`config.mk`:
```
export PLATFORM = sky130hd
export DESIGN_NAME = instr_loader
export DESIGN_NICKNAME = d
export VERILOG_FILES = /design/src/rtl/instr_loader_pkg.sv /design/src/rtl/instr_loader_timeout.sv /design/src/rtl/instr_loader.sv
export SDC_FILE = /design/constraint.sdc
export NUM_CORES = 1
export LEC_CHECK = 0
export ABC_AREA = 1
export CAP_MARGIN = 5
export CORE_MARGIN = 4
export CORE_UTILIZATION = 42
export DETAILED_ROUTE_END_ITERATION = 7
export GPL_ROUTABILITY_DRIVEN = 0
export GPL_TIMING_DRIVEN = 1
export PLACE_DENSITY = 0.74
export SETUP_SLACK_MARGIN = 0.2
export SYNTH_ARGS = -nofsm -noshare
export SYNTH_HDL_FRONTEND = slang
export SYNTH_HIERARCHICAL = 1
export SYNTH_SLANG_ARGS = --single-unit
```
`constraint.sdc`:
```
create_clock -name clk -period 2.9 [get_ports clk]
set_clock_uncertainty 0.2 [all_clocks]
set_input_delay 0.58 -clock clk [delete_from_list [all_inputs] [get_ports clk]]
set_output_delay 0.58 -clock clk [all_outputs]
set_load 0.02 [all_outputs]
```
`src/rtl/instr_loader_pkg.sv`:
```
// Shared definitions for the instruction loader and the decode stage that consumes its output.
package instr_loader_pkg;

  localparam int unsigned INSTR_W       = 17;
  localparam logic [7:0]  SYNC_BYTE_DEF = 8'hA5;

  localparam logic [2:0] ERR_NONE = 3'd0;
  localparam logic [2:0] ERR_CSUM = 3'd1;
  localparam logic [2:0] ERR_LEN  = 3'd2;
  localparam logic [2:0] ERR_FMT  = 3'd3;
  localparam logic [2:0] ERR_TMO  = 3'd4;

  typedef enum logic [3:0] {
    S_IDLE,
    S_LEN_HI,
    S_LEN_LO,
    S_B0,
    S_B1,
    S_B2,
    S_CSUM,
    S_DONE,
    S_ERR
  } ldr_state_e;

endpackage

```
`src/rtl/instr_loader_timeout.sv`:
```
// Inter-byte watchdog: counts cycles while enabled, clears on each accepted byte.
module ldr_timeout #(
  parameter int unsigned TIMEOUT_CYC = 1000000
) (
  input  logic clk,
  input  logic rst_n,
  input  logic en,
  input  logic clr,
  output logic expired
);

  localparam int unsigned CNT_W = (TIMEOUT_CYC > 1) ? $clog2(TIMEOUT_CYC) : 1;

  logic [CNT_W-1:0] cnt_q, cnt_d;

  // An accepted byte on the final cycle wins over expiry.
  assign expired = en && !clr && (cnt_q == CNT_W'(TIMEOUT_CYC - 1));

  always_comb begin
    cnt_d = cnt_q + CNT_W'(1);
    if (clr || !en || expired) cnt_d = '0;
  end

  always_ff @(posedge clk or negedge rst_n) begin
    if (!rst_n) cnt_q <= '0;
    else        cnt_q <= cnt_d;
  end

endmodule

```
`src/rtl/instr_loader.sv`:
```
// Parses framed UART bytes into 17-bit instruction words, writes them to IM and
// releases the CPU from reset only after the whole image passes its checksum.
module instr_loader
  import instr_loader_pkg::*;
#(
  parameter int unsigned IM_ADDR_W   = 12,
  parameter logic [7:0]  SYNC_BYTE   = SYNC_BYTE_DEF,
  parameter int unsigned TIMEOUT_CYC = 1000000
) (
  input  logic                 clk,
  input  logic                 rst_n,
  input  logic [7:0]           in_data,
  input  logic                 in_vld,
  output logic                 in_rdy,
  input  logic                 reload,
  output logic                 im_we,
  output logic [IM_ADDR_W-1:0] im_addr,
  output logic [INSTR_W-1:0]   im_wdata,
  output logic                 cpu_rst_n,
  output logic                 done,
  output logic [2:0]           err_code,
  output logic [IM_ADDR_W:0]   words_loaded
);

  localparam logic [16:0] MAX_WORDS = 17'(2 ** IM_ADDR_W);

  ldr_state_e           state_q, state_d;
  logic                 rdy_q;
  logic [15:0]          len_q, len_d;
  logic [7:0]           xor_q, xor_d;
  logic                 b0_q, b0_d;
  logic [7:0]           b1_q, b1_d;
  logic [IM_ADDR_W:0]   words_q, words_d;
  logic [2:0]           err_q, err_d;
  logic                 we_q, we_d;
  logic [IM_ADDR_W-1:0] addr_q, addr_d;
  logic [INSTR_W-1:0]   wdata_q, wdata_d;
  logic                 done_q, done_d;
  logic                 cpu_rst_n_q, cpu_rst_n_d;

  logic        accept;
  logic        tmo_en, tmo_exp;
  logic [15:0] n_words, next_cnt;

  assign in_rdy   = rdy_q & ~reload;
  assign accept   = in_vld & in_rdy;
  assign tmo_en   = state_q inside {S_LEN_HI, S_LEN_LO, S_B0, S_B1, S_B2, S_CSUM};
  assign n_words  = {len_q[15:8], in_data};
  assign next_cnt = 16'(words_q) + 16'd1;

  ldr_timeout #(.TIMEOUT_CYC(TIMEOUT_CYC)) u_timeout (
    .clk    (clk),
    .rst_n  (rst_n),
    .en     (tmo_en),
    .clr    (accept),
    .expired(tmo_exp)
  );

  always_comb begin
    state_d = state_q;
    len_d   = len_q;
    xor_d   = xor_q;
    b0_d    = b0_q;
    b1_d    = b1_q;
    words_d = words_q;
    err_d   = err_q;
    we_d    = 1'b0;
    addr_d  = addr_q;
    wdata_d = wdata_q;
    if (accept) begin
      case (state_q)
        S_IDLE: if (in_data == SYNC_BYTE) begin
          state_d = S_LEN_HI;
          xor_d   = '0;
          words_d = '0;
        end
        S_LEN_HI: begin
          len_d   = {in_data, 8'h00};
          xor_d   = xor_q ^ in_data;
          state_d = S_LEN_LO;
        end
        S_LEN_LO: begin
          len_d = n_words;
          xor_d = xor_q ^ in_data;
          if ({1'b0, n_words} > MAX_WORDS) begin
            state_d = S_ERR;
            err_d   = ERR_LEN;
          end else if (n_words == 16'd0) begin
            state_d = S_CSUM;
          end else begin
            state_d = S_B0;
          end
        end
        S_B0: begin
          xor_d = xor_q ^ in_data;
          if (in_data[7:1] != 7'd0) begin
            state_d = S_ERR;
            err_d   = ERR_FMT;
          end else begin
            b0_d    = in_data[0];
            state_d = S_B1;
          end
        end
        S_B1: begin
          b1_d    = in_data;
          xor_d   = xor_q ^ in_data;
          state_d = S_B2;
        end
        S_B2: begin
          xor_d   = xor_q ^ in_data;
          we_d    = 1'b1;
          addr_d  = words_q[IM_ADDR_W-1:0];
          wdata_d = {b0_q, b1_q, in_data};
          words_d = words_q + (IM_ADDR_W+1)'(1);
          state_d = (next_cnt == len_q) ? S_CSUM : S_B0;
        end
        S_CSUM: begin
          if (in_data == xor_q) begin
            state_d = S_DONE;
          end else begin
            state_d = S_ERR;
            err_d   = ERR_CSUM;
          end
        end
        default: ;
      endcase
    end
    if (tmo_exp) begin
      state_d = S_ERR;
      err_d   = ERR_TMO;
    end
    // reload outranks everything, including a write being issued this cycle.
    if (reload) begin
      state_d = S_IDLE;
      err_d   = ERR_NONE;
      words_d = '0;
      we_d    = 1'b0;
    end
    done_d      = (state_d == S_DONE);
    cpu_rst_n_d = (state_d == S_DONE);
  end

  always_ff @(posedge clk or negedge rst_n) begin
    if (!rst_n) begin
      state_q     <= S_IDLE;
      rdy_q       <= 1'b0;
      len_q       <= '0;
      xor_q       <= '0;
      b0_q        <= 1'b0;
      b1_q        <= '0;
      words_q     <= '0;
      err_q       <= ERR_NONE;
      we_q        <= 1'b0;
      addr_q      <= '0;
      wdata_q     <= '0;
      done_q      <= 1'b0;
      cpu_rst_n_q <= 1'b0;
    end else begin
      state_q     <= state_d;
      rdy_q       <= 1'b1;
      len_q       <= len_d;
      xor_q       <= xor_d;
      b0_q        <= b0_d;
      b1_q        <= b1_d;
      words_q     <= words_d;
      err_q       <= err_d;
      we_q        <= we_d;
      addr_q      <= addr_d;
      wdata_q     <= wdata_d;
      done_q      <= done_d;
      cpu_rst_n_q <= cpu_rst_n_d;
    end
  end

  assign im_we        = we_q;
  assign im_addr      = addr_q;
  assign im_wdata     = wdata_q;
  assign done         = done_q;
  assign cpu_rst_n    = cpu_rst_n_q;
  assign err_code     = err_q;
  assign words_loaded = words_q;

endmodule

```
==> PnR_summary.wiki <==
{| class="wikitable"
! Metric !! Value
|-
| Outcome || complete, no violations
|-
| Deepest clock path buffer count || 2
|-
| Leakage power total || 2.89 nW
|-
| Port Buffer Count || 60
|-
| Hold violation total from the final report || 0
|-
| Clk Latency, worst-skew pair || 0.35 ns
|-
| Number of H-tree branching levels || 3
|-
| Inserted Clock Buffers || 9
|-
| Initial core utilization || 43.8%
|-
| Synthesized flop and latch total || 105
|-
| Cell with the most instances after synthesis || sky130_fd_sc_hd__nand2_1
|-
| Crit-path leading delay family || buffers and inverters
|-
| Area of the die || 0.0146 sq mm
|-
| Number of max-cap violations || 0
|-
| Placed standard-cell area || 0.00612 sq mm
|-
| Number of setup violations in the final report || 0
|-
| Switching Power || 1.02 mW
|-
| Buffers and inverters on the worst path || 2
|-
| Clock Root Buffer || sky130_fd_sc_hd__clkbuf_16
|-
| Dominant synthesized flop cell || sky130_fd_sc_hd__dfrtp_1
|-
| Global-route wire length before repair || 21,600 um
|-
| Vias in the first global route || 4,570
|-
| Final worst setup slack || 0.244 ns
|-
| Largest incremental delay on the critical path || 0.64 ns
|-
| Overflow left after global routing || 0
|-
| Cell Pwr Density || 535 mW/mm^2
|-
| Most instantiated cells after synthesis || 194 x sky130_fd_sc_hd__nand2_1, 105 x sky130_fd_sc_hd__dfrtp_1, 70 x sky130_fd_sc_hd__nor2_1
|-
| Critical Path Most Common Cell || sky130_fd_sc_hd__clkdlybuf4s50_1
|-
| Number of antenna-violating nets in the routed design || 0
|-
| DRC errors left || 0
|-
| Worst-case setup slack after placement || 0.117 ns
|-
| Cell taking the most area after synthesis || sky130_fd_sc_hd__dfrtp_1
|-
| Cell count after synthesis || 676
|-
| Synth area leaders || sky130_fd_sc_hd__dfrtp_1 49%, sky130_fd_sc_hd__nand2_1 14%, sky130_fd_sc_hd__nand3_1 5.5%, sky130_fd_sc_hd__o21ai_0 5.0%, sky130_fd_sc_hd__nor2_1 4.9%
|-
| Cell Chain, Critical Path || clkdlybuf4s50_1, nor2_2, clkdlybuf4s50_1
|-
| Yosys top cell area share || 49.2%
|-
| Required time of the critical path || 2.12 ns
|-
| Largest driver fanout on the critical path || 2
|-
| Register-to-register setup slack || 0.53 ns
|-
| Unrepaired setup endpoints after global routing || no
|-
| Area added between synthesis and finish || 20.5%
|-
| Post-DP HPWL || 9430 um
|-
| Pint || 2.42 mW
|-
| Final net count || 755
|-
| Post-route cell area || 0.00644 sq mm
|-
| Gate power share || 14.9%
|-
| Fraction of layout instances using a drive strength above 1 || 9.12%
|-
| Pin count of the biggest net entering global routing || 79
|-
| Ant. Diodes || 0
|-
| CP max-delay cell || sky130_fd_sc_hd__clkdlybuf4s50_1
|-
| Drt initial violations || 403
|-
| Worst min-delay path category || reg2reg
|-
| Fmax achieved || 376 MHz
|-
| Critical Path End Type || output pin
|-
| Proportion of power drawn by flip-flops and latches || 49.9%
|-
| Cell variety after synth || 37
|-
| Chip height || 121 um
|-
| Synthesized cell area || 0.00534 sq mm
|-
| Synthesized Nets || 690
|-
| Worst-case vdd ir drop || 0.279 mV
|-
| I/O Pins || 61
|-
| Initial antenna violation count || 0
|-
| Total via count after detailed routing || 4,651
|-
| Clock Power Share || 35.1%
|-
| CTS tree || yes
|-
| Die outline width || 121 um
|-
| Count of flip-flops with a built-in enable after synthesis || 0
|-
| Setup Buffers After CTS || 0
|-
| Critical path data arrival time || 1.88 ns
|-
| Overall routed net length || 12,700 um
|-
| Syn. warnings || 6
|-
| Switching power share of the total || 29.7%
|-
| Average instance area after synthesis || 7.91 sq um
|-
| Final Max Slew Viols || 0
|-
| Async S/R FF share, synth || 100%
|-
| Setup TNS || 0 ns
|-
| Seq/Total Area, Yosys || 49.2%
|-
| Std-Cell Rows || 40
|-
| First drt pass iteration count || 5
|-
| Startpoint types || input port
|-
| Final min period || 2.66 ns
|-
| Share of the clock period used by the worst path after layout || 91.6%
|-
| Clock transition time at the flip-flop clock pins of the worst setup and hold paths || 0.08 ns
|-
| Core Area || 0.0122 sq mm
|-
| Post-DR vias/cell || 5.09
|-
| Routed length per instance || 13.9 um
|-
| Critical path start-end classification || in2out
|-
| Clock Sinks || 105
|-
| Overall track demand over capacity in global routing || 18.2%
|}
==> power groups by stage <==
stage	registers [mW]	logic, mW	clock network (mW)
6_report	1.72	0.515	1.21
3_3_place_gp	1.73	0.495	0
3_5_place_dp	1.75	0.510	0
2_1_floorplan	1.73	0.356	0
4_1_cts	1.72	0.518	1.23
5_1_grt	1.74	0.592	1.28
==> through the flow <==
stage | std cells | power, mW | hold WS [ns] | utilization, %
global route | 914 | 3.61 | 0.308 | 52.7
detailed placement | 897 | 2.26 | 0.263 | 50.2
global placement | 897 | 2.23 | 0.261 | 50.2
finish | 914 | 3.45 | 0.274 | 52.7
floorplan | 676 | 2.08 | 0.0844 | -
CTS | 914 | 3.46 | 0.275 | 52.7
==> metal layers <==
| layer | GRT usage (%) | share of wire [%] | vias up |
|---|---|---|---|
| met2 | 29.7 | 48 | 151 |
| li1 | - | - | 2303 |
| met3 | 2.25 | 5.0 | 15 |
| met5 | 0 | 0 | - |
| met4 | 6.37 | 1.3 | 0 |
| met1 | 25.0 | 46 | 2182 |
==> repair_timing <==
action                                  CTS  global route
gates resized for setup                   1             1
hold buffers                              1             0
pin swaps                                 0             0
endpoints found under the setup margin    1             1
hold endpoints to repair                 27             0
==> kinds of logic (layout without fill, tap and decap cells) <==
group                      Yosys count  in the layout  synth area share [%]
xor gates and xnor gates            17             17                  2.79
adders and majority gates            2              2                 0.468
AOI/OAI and AO/OA                   83             83                  8.43
other                                1              1                0.0702
DFF                                105            105                  49.2
and+or+nand+nor                    382            382                  32.2
buffers and inverters               86            156                  6.91
==> worst min-delay path, stage by stage (launching register included) <==
cell	delay [ns]
sky130_fd_sc_hd__dfrtp_1	0.35
sky130_fd_sc_hd__nand2_1	0.05
sky130_fd_sc_hd__nand2_1	0.05
==> cells in the final DEF (no fill, tap or decap), drive strengths merged <==
master	n
dlygate4sd3	1
dfrtp	105
buf	9
clkinv	4
o21ai	55
nor3	7
o21bai	2
o31ai	2
ha	2
nor2	93
a21oi	5
nand2	202
xor2	7
or2	1
conb	1
a21boi	1
clkbuf	9
clkinvlp	1
and2	1
clkdlybuf4s50	59
nand3	63
o22ai	16
nand4	13
nor4	1
a31oi	2
inv	73
nand3b	1
xnor2	10
==> layout make-up <==
type	count	area, sq um
clock buffer	9	225
fill	1164	5770
inverter	71	267
timing repair buffer	69	681
sequential	105	2630
multi-input combinational	485	2350
clock inverter	7	75.1
tap	168	210
==> sequential cells by signal, indices dropped and copies added (netlist names) <==
signal           cells
im_we                1
words_loaded        13
u_timeout/cnt_q     20
xor_q                8
cpu_rst_n            1
b1_q                 8
err_code             3
im_addr             12
state_q              4
im_wdata            17
len_q               16
b0_q                 1
rdy_q                1
==> final timing paths <==
check                      cells past startpoint                 start                          end
min in group asynchronous                      2                 rst_n          b1_q[6]$_DFFE_PN0P_
setup / recovery                               3                reload                       in_rdy
max in group asynchronous                      3                 rst_n  words_loaded[9]$_DFFE_PN0P_
hold / removal                                 2   b1_q[5]$_DFFE_PN0P_     im_wdata[13]$_DFFE_PN0P_
hold reg to reg                                2   b1_q[5]$_DFFE_PN0P_     im_wdata[13]$_DFFE_PN0P_
setup reg to reg                              13  state_q[3]$_DFF_PN0_          cpu_rst_n$_DFF_PN0_
Power figures use the tool's default switching activity.
